### src/rtl/rv_regfile_pkg.sv
`default_nettype none
// ============================================================================
//  Package   : rv_regfile_pkg
//  Purpose   : Shared types and constants for the register-file arbiter:
//              arbiter state encoding, default widths and the x0 index.
//  Revision  : 1.0  initial release
// ============================================================================
package rv_regfile_pkg;

  localparam int RF_DATA_W = 32;
  localparam int RF_ADDR_W = 5;

  // Architectural zero register: writes are dropped, reads return 0.
  localparam int REG_X0 = 0;

  typedef enum logic [1:0] {
    RUN    = 2'd0,
    DRAIN  = 2'd1,
    HALTED = 2'd2
  } arb_state_e;

endpackage : rv_regfile_pkg
`default_nettype wire

### src/rtl/rf_starve_cnt.sv
`default_nettype none
// ============================================================================
//  Module    : rf_starve_cnt
//  Purpose   : Saturating count of consecutive cycles the debug unit was
//              denied. Flags when the count has reached LIMIT.
//  Ports     : clk      in  clock
//              rst      in  asynchronous reset, active-low
//              inc      in  debug requested and was denied this cycle
//              clr      in  debug granted or not requesting this cycle
//              at_limit out count equals LIMIT
//  Revision  : 1.0  initial release
// ============================================================================
module rf_starve_cnt #(
  parameter int LIMIT = 8
) (
  input  logic clk,
  input  logic rst,
  input  logic inc,
  input  logic clr,
  output logic at_limit
);

  localparam int CNT_W = $clog2(LIMIT + 1);
  localparam logic [CNT_W-1:0] C_LIMIT = CNT_W'(LIMIT);

  logic [CNT_W-1:0] cnt;

  always_ff @(posedge clk or negedge rst) begin
    if (!rst) begin
      cnt <= '0;
    end else if (clr) begin
      cnt <= '0;
    end else if (inc && (cnt != C_LIMIT)) begin
      cnt <= cnt + CNT_W'(1);
    end
  end

  assign at_limit = (cnt == C_LIMIT);

endmodule : rf_starve_cnt
`default_nettype wire

### src/rtl/regfile_arbiter.sv
`default_nettype none
// ============================================================================
//  Module    : regfile_arbiter
//  Purpose   : Shares one read-pair port and one write port of the register
//              file between the core datapath and the debug unit. Drives all
//              regfile controls, registers read data into 1-cycle responses,
//              forwards same-cycle writes, and sequences debug halt/resume.
//  Ports     : clk, rst                      clock, async active-low reset
//              core_rd_req/rs1/rs2/rs1_v/rs2_v  core read request
//              core_rd_gnt                   core read granted (comb)
//              core_wr_req/rd/wdata, core_wr_gnt  core writeback
//              core_rsp_v, core_rs1/rs2_data registered core read response
//              dbg_req/we/addr/wdata, dbg_gnt debug access
//              dbg_rsp_v, dbg_rdata          registered debug read response
//              dbg_halt_req, dbg_halted      halt handshake
//              rf_*                          regfile control / data pins
//  Revision  : 1.0  initial release
// ============================================================================
module regfile_arbiter
  import rv_regfile_pkg::*;
#(
  parameter int DATA_W       = RF_DATA_W,
  parameter int ADDR_W       = RF_ADDR_W,
  parameter int STARVE_LIMIT = 8
) (
  input  logic              clk,
  input  logic              rst,
  input  logic              core_rd_req,
  input  logic [ADDR_W-1:0] core_rs1,
  input  logic [ADDR_W-1:0] core_rs2,
  input  logic              core_rs1_v,
  input  logic              core_rs2_v,
  output logic              core_rd_gnt,
  input  logic              core_wr_req,
  input  logic [ADDR_W-1:0] core_rd,
  input  logic [DATA_W-1:0] core_wdata,
  output logic              core_wr_gnt,
  output logic              core_rsp_v,
  output logic [DATA_W-1:0] core_rs1_data,
  output logic [DATA_W-1:0] core_rs2_data,
  input  logic              dbg_req,
  input  logic              dbg_we,
  input  logic [ADDR_W-1:0] dbg_addr,
  input  logic [DATA_W-1:0] dbg_wdata,
  output logic              dbg_gnt,
  output logic              dbg_rsp_v,
  output logic [DATA_W-1:0] dbg_rdata,
  input  logic              dbg_halt_req,
  output logic              dbg_halted,
  output logic              rf_read_en,
  output logic              rf_write_en,
  output logic              rf_rs1_v,
  output logic              rf_rs2_v,
  output logic              rf_rd_v,
  output logic [ADDR_W-1:0] rf_rs1,
  output logic [ADDR_W-1:0] rf_rs2,
  output logic [ADDR_W-1:0] rf_rd,
  output logic [DATA_W-1:0] rf_rd_data,
  input  logic [DATA_W-1:0] rf_rs1_data,
  input  logic [DATA_W-1:0] rf_rs2_data
);

  localparam logic [ADDR_W-1:0] C_X0 = ADDR_W'(REG_X0);

  arb_state_e state, state_nxt;

  logic              starve_hit;
  logic              core_ok, dbg_prio;
  logic              dbg_rd_gnt, dbg_wr_gnt;
  logic              wr_any, wr_live;
  logic [ADDR_W-1:0] wr_idx;
  logic [DATA_W-1:0] wr_data;
  logic [DATA_W-1:0] rs1_val, rs2_val;

  // --------------------------------------------------------------------------
  // Starvation tracking
  // --------------------------------------------------------------------------
  rf_starve_cnt #(
    .LIMIT (STARVE_LIMIT)
  ) u_starve (
    .clk      (clk),
    .rst      (rst),
    .inc      (dbg_req & ~dbg_gnt),
    .clr      (dbg_gnt | ~dbg_req),
    .at_limit (starve_hit)
  );

  // --------------------------------------------------------------------------
  // FSM: state register
  // --------------------------------------------------------------------------
  always_ff @(posedge clk or negedge rst) begin
    if (!rst) state <= RUN;
    else      state <= state_nxt;
  end

  // --------------------------------------------------------------------------
  // FSM: next state. Core grants stop once DRAIN is entered, so the only
  // response that can still be outstanding is the pulse of the last RUN
  // grant, which issues during the single DRAIN cycle.
  // --------------------------------------------------------------------------
  always_comb begin
    state_nxt = state;
    case (state)
      RUN:     if (dbg_halt_req)  state_nxt = DRAIN;
      DRAIN:   state_nxt = dbg_halt_req ? HALTED : RUN;
      HALTED:  if (!dbg_halt_req) state_nxt = RUN;
      default: state_nxt = RUN;
    endcase
  end

  // --------------------------------------------------------------------------
  // FSM: outputs (grants). Everything is qualified with rst so that all
  // outputs read 0 while reset is held, regardless of requests.
  // --------------------------------------------------------------------------
  always_comb begin
    core_ok     = rst && (state == RUN);
    dbg_prio    = (state != RUN) || starve_hit;
    dbg_rd_gnt  = rst && dbg_req && !dbg_we &&
                  (!(core_ok && core_rd_req) || dbg_prio);
    dbg_wr_gnt  = rst && dbg_req && dbg_we &&
                  (!(core_ok && core_wr_req) || dbg_prio);
    core_rd_gnt = core_ok && core_rd_req && !dbg_rd_gnt;
    core_wr_gnt = core_ok && core_wr_req && !dbg_wr_gnt;
    dbg_gnt     = dbg_rd_gnt || dbg_wr_gnt;
    dbg_halted  = rst && (state == HALTED);
  end

  // --------------------------------------------------------------------------
  // Regfile pin muxing
  // --------------------------------------------------------------------------
  always_comb begin
    wr_any  = core_wr_gnt || dbg_wr_gnt;
    wr_idx  = core_wr_gnt ? core_rd    : dbg_addr;
    wr_data = core_wr_gnt ? core_wdata : dbg_wdata;
    // A granted write to x0 completes but never touches the array.
    wr_live = wr_any && (wr_idx != C_X0);

    rf_read_en  = core_rd_gnt || dbg_rd_gnt;
    rf_rs1      = core_rd_gnt ? core_rs1 : (dbg_rd_gnt ? dbg_addr : '0);
    rf_rs2      = core_rd_gnt ? core_rs2 : '0;
    rf_rs1_v    = core_rd_gnt ? core_rs1_v : dbg_rd_gnt;
    rf_rs2_v    = core_rd_gnt && core_rs2_v;
    rf_write_en = wr_live;
    rf_rd_v     = wr_live;
    rf_rd       = wr_live ? wr_idx  : '0;
    rf_rd_data  = wr_live ? wr_data : '0;

    // Read-value resolution: x0 reads as zero, then same-cycle write wins.
    if (rf_rs1 == C_X0)                   rs1_val = '0;
    else if (wr_live && rf_rs1 == wr_idx) rs1_val = wr_data;
    else                                  rs1_val = rf_rs1_data;

    if (rf_rs2 == C_X0)                   rs2_val = '0;
    else if (wr_live && rf_rs2 == wr_idx) rs2_val = wr_data;
    else                                  rs2_val = rf_rs2_data;
  end

  // --------------------------------------------------------------------------
  // Registered responses. Reset clears any response in flight.
  // --------------------------------------------------------------------------
  always_ff @(posedge clk or negedge rst) begin
    if (!rst) begin
      core_rsp_v    <= 1'b0;
      core_rs1_data <= '0;
      core_rs2_data <= '0;
      dbg_rsp_v     <= 1'b0;
      dbg_rdata     <= '0;
    end else begin
      core_rsp_v <= core_rd_gnt;
      dbg_rsp_v  <= dbg_rd_gnt;
      if (core_rd_gnt) begin
        core_rs1_data <= rs1_val;
        core_rs2_data <= rs2_val;
      end
      if (dbg_rd_gnt) begin
        dbg_rdata <= rs1_val;
      end
    end
  end

endmodule : regfile_arbiter
`default_nettype wire
### config.mk
export PLATFORM = sky130hd
export DESIGN_NAME = regfile_arbiter
export DESIGN_NICKNAME = d
export VERILOG_FILES = /design/src/rtl/rv_regfile_pkg.sv /design/src/rtl/rf_starve_cnt.sv /design/src/rtl/regfile_arbiter.sv
export SDC_FILE = /design/constraint.sdc
export NUM_CORES = 1
export LEC_CHECK = 0
export CAP_MARGIN = 20
export CORE_MARGIN = 1
export CORE_UTILIZATION = 40
export DETAILED_ROUTE_END_ITERATION = 10
export PLACE_DENSITY = 0.82
export SYNTH_ARGS = -nofsm -noshare
export SYNTH_HDL_FRONTEND = slang
export SYNTH_SLANG_ARGS = --single-unit
### constraint.sdc
create_clock -name clk -period 8.6 [get_ports clk]
set_input_delay 1.29 -clock clk [delete_from_list [all_inputs] [get_ports clk]]
set_output_delay 1.29 -clock clk [all_outputs]
set_load 0.01 [all_outputs]
==> impl_metrics.csv <==
group,metric,value,unit
power,p_leak,4.171,nW
sta,fin_crit,5.852,ns
synth,yosys_warnings,0,
setup_path,crit_family,"buffers and inverters",
placed_design,dp_cells,1095,
routing,wl_per_cell,19.32,um
grt,grt_pass1_wl,32.09,mm
final_layout,diodes,0,
final_layout,nets,1086,
setup_path,cp-end-kind,"output pin",
clock_network,worstSkewPairLatency,0.35,ns
synth,avgSynthCellArea,9.066,um^2
synth,yosysMostFrequentCell,"nand2_1",
die,initial_core_util,41.55,%
clock_network,post_cts.repair.setup_buffers,0,
synth,synth-async-reset-ratio,100.0,%
clock_network,numCtsBuffers,9,
synth,ys.flop_type,"dfrtp_1",
final_layout,area_delta_synth_final,60.39,%
synth,yosysTopAreaCell,"dfrtp_1",
setup_path,path_buf_inv,3,
sta,hold_slack,0.4763,ns
routing,firstDrtPassIters,5,
synth,synthCells,646,
setup_path,path_cells,"clkdlybuf4s50_1, nand3_1, o21ai_4, buf_16, mux2_4, or2_2, nor2b_1, clkdlybuf4s50_1",
die,dieArea,15130,um^2
clock_network,h-tree-depth,3,
power,ir_drop,0.09569,mV
die,core,14100,um^2
final_layout,final_layout_size_suffix_gt1_share,4.619,%
synth,ys_types,46,
sta,skew,0.009119,ns
sta,min_period_over_period,68.05,%
grt,met3_usage,7.057,%
setup_path,critPathMaxStageDelay,0.61,ns
synth,seq_area_frac_synth,44.43,%
clock_network,cts_sinks,104,
power,cellPowerDensity,201.5,nW/um^2
setup_path,timing_worst_setup_path_type,"in -> out",
grt,use_met2,49.02,%
die,die_h,123.0,um
synth,synth_area,5857,um^2
die,num_rows,43,
routing,first_iter_violations,414,
grt,grt_overflow,0,
sta,relSlewSlack,23.01,%
setup_path,critPathSlowestCell,"clkdlybuf4s50_1",
clock_network,clock_path_buffers,2,
synth,synth-edff-count,0,
synth,syn_nets,805,
die,die_x,123.0,um
final_layout,layout.cells.non_filler,1111,
grt,antenna_found_initial,1,
clock_network,cts_tree,"built",
placed_design,dp_hpwl,15.69,mm
clock_network,clockRootBuffer,"clkbuf_16",
grt,gr-usage-met1,34.74,%
synth,synth.area.top_cells,"dfrtp_1 (44%), nand2_1 (13%), mux2i_1 (11%), o31ai_1 (8.2%), nor2b_1 (3.4%)",
sta,hold_violations,0,
die,io_pins,311,
sta,tns,0,ns
placed_design,portBuffers,310,
clock_network,cts_resized,0,
sta,slew_viol_final,0,
routing,route.detailed.drc,0,
routing,finalWirelength,21.47,mm
synth,ys_ff_latch,104,
setup_path,cp.required,7.31,ns
clock_network,cts_hold_buf,0,
grt,top_usage_layer,"met2",
setup_path,path_max_fanout,33,
placed_design,globalplace.congestion,0.9233,
routing,vias,5911,
synth,ys_top_cells_by_count,"nand2_1 (201), dfrtp_1 (104), mux2i_1 (66), o31ai_1 (64), o21ai_1 (33)",
setup_path,cpMostUsedCell,"clkdlybuf4s50_1",
routing,vias_per_cell,5.320,
run_status,status,"completed",
setup_path,cp-start-kind,"input port",
setup_path,arrival,4.56,ns
synth,netlist.area_leader.share,44.43,%
sta,rsz0062_at_grt,"false",
sta,setup_viol,0,
routing,ant_nets,0,
worst_hold_path,hp-class,"reg -> reg",
job,cap_violations,0,
sta,fmax,0.1709,GHz
sta,worst_pin_slew,1.155,ns
grt,track_usage,28.41,%
grt,grt_max_degree,97,
grt,grt_pass1_vias,5845,
clock_network,cts.clk_slew.worst_paths,0.07,ns
## area by class of cell
type                    count  area, um^2
multi-input cells         488        3038
clock buffers               9       225.2
repair buffers            318        3208
flip-flops and latches    104        2603
well taps                 180       225.2
fillers                  1182        4702
clock inverters             6       72.57
inverters                   6       22.52
## worst register-to-register path: cells and delay by family (launching register included)
family                   cells  cell delay (ns)
AND/OR/NAND/NOR              3             1.82
multiplexers                 2             0.80
AO/OA/AOI/OAI                2             0.55
flip-flops                   1             0.41
buffers and inverters        2             0.34
adder cells (fa/ha/maj)      1             0.25
## state kept, by name, summed over array words and instances, names as in the netlist
name,flops
u_starve.cnt,4
dbg_rsp_v,1
core_rsp_v,1
state,2
core_rs1_data,32
core_rs2_data,32
dbg_rdata,32
## cells by family after synthesis
family / after synthesis / synth area share (%)
adder cells (fa/ha/maj): 2 / 0.4272
AND/OR/NAND/NOR: 282 / 22.56
XOR/XNOR: 7 / 1.047
buffers and inverters: 54 / 4.315
AO/OA/AOI/OAI: 129 / 15.49
multiplexers: 68 / 11.73
flip-flops: 104 / 44.44
## per-stage QoR
step	instance area (um^2)	utilization [%]	power, mW	setup WS [ns]
6_report	9394	66.64	1.893	2.748
4_1_cts	9366	66.45	1.903	2.429
3_3_place_gp	9026	64.03	1.465	2.295
3_5_place_dp	9069	64.34	1.485	2.460
2_1_floorplan	5857	-	1.008	4.321
5_1_grt	9394	66.64	1.997	2.575
## routing by layer
layer	share of wire (%)	routed length [um]
met1	40	8590
met2	50	10830
met3	7.1	1532
met4	2.3	500
met5	0.061	13
## cells in the final DEF (no fill, tap or decap), types with 3 or more instances in the layout
master,synthesis,layout
a2bb2oi_1,3,3
nand4_1,7,7
a22o_1,3,3
dfrtp_1,104,104
xnor2_1,5,5
o21ai_4,1,4
and2_1,7,7
nand2_1,201,201
mux2i_1,66,66
o211ai_1,6,6
clkbuf_16,0,9
nor2_1,7,7
or2_2,4,4
and3b_1,3,3
o211a_1,6,6
a21oi_1,5,5
nand4bb_1,3,3
o21ai_1,33,32
o31ai_1,64,64
nor2b_1,32,32
or4_1,6,5
buf_4,4,6
clkdlybuf4s50_1,0,309
a211o_1,3,3
inv_1,4,4
## path summary, 6_finish.rpt
kind	from	to	slack, ns	cells past startpoint
worst max-delay path	dbg_req	rf_rd_data[28]	2.75	8
worst min-delay path	dbg_rdata[11]$_DFFE_PN0N_	dbg_rdata[11]$_DFFE_PN0N_	0.48	2
worst max register to register	u_starve.cnt[0]$_DFFE_PN0P_	core_rs2_data[26]$_DFFE_PN0P_	4.28	10
worst min register to register	dbg_rdata[11]$_DFFE_PN0N_	dbg_rdata[11]$_DFFE_PN0N_	0.48	2
max in group asynchronous	rst	dbg_rdata[1]$_DFFE_PN0N_	6.38	2
min in group asynchronous	rst	dbg_rdata[8]$_DFFE_PN0N_	0.93	1
## power breakdown
group	internal, mW	switching, mW	total (mW)	leakage (nW)
logic	0.420	0.367	0.787	2.68
clock network	0.226	0.187	0.413	0.144
registers	0.619	0.0732	0.692	1.35
Power figures use the tool's default switching activity.
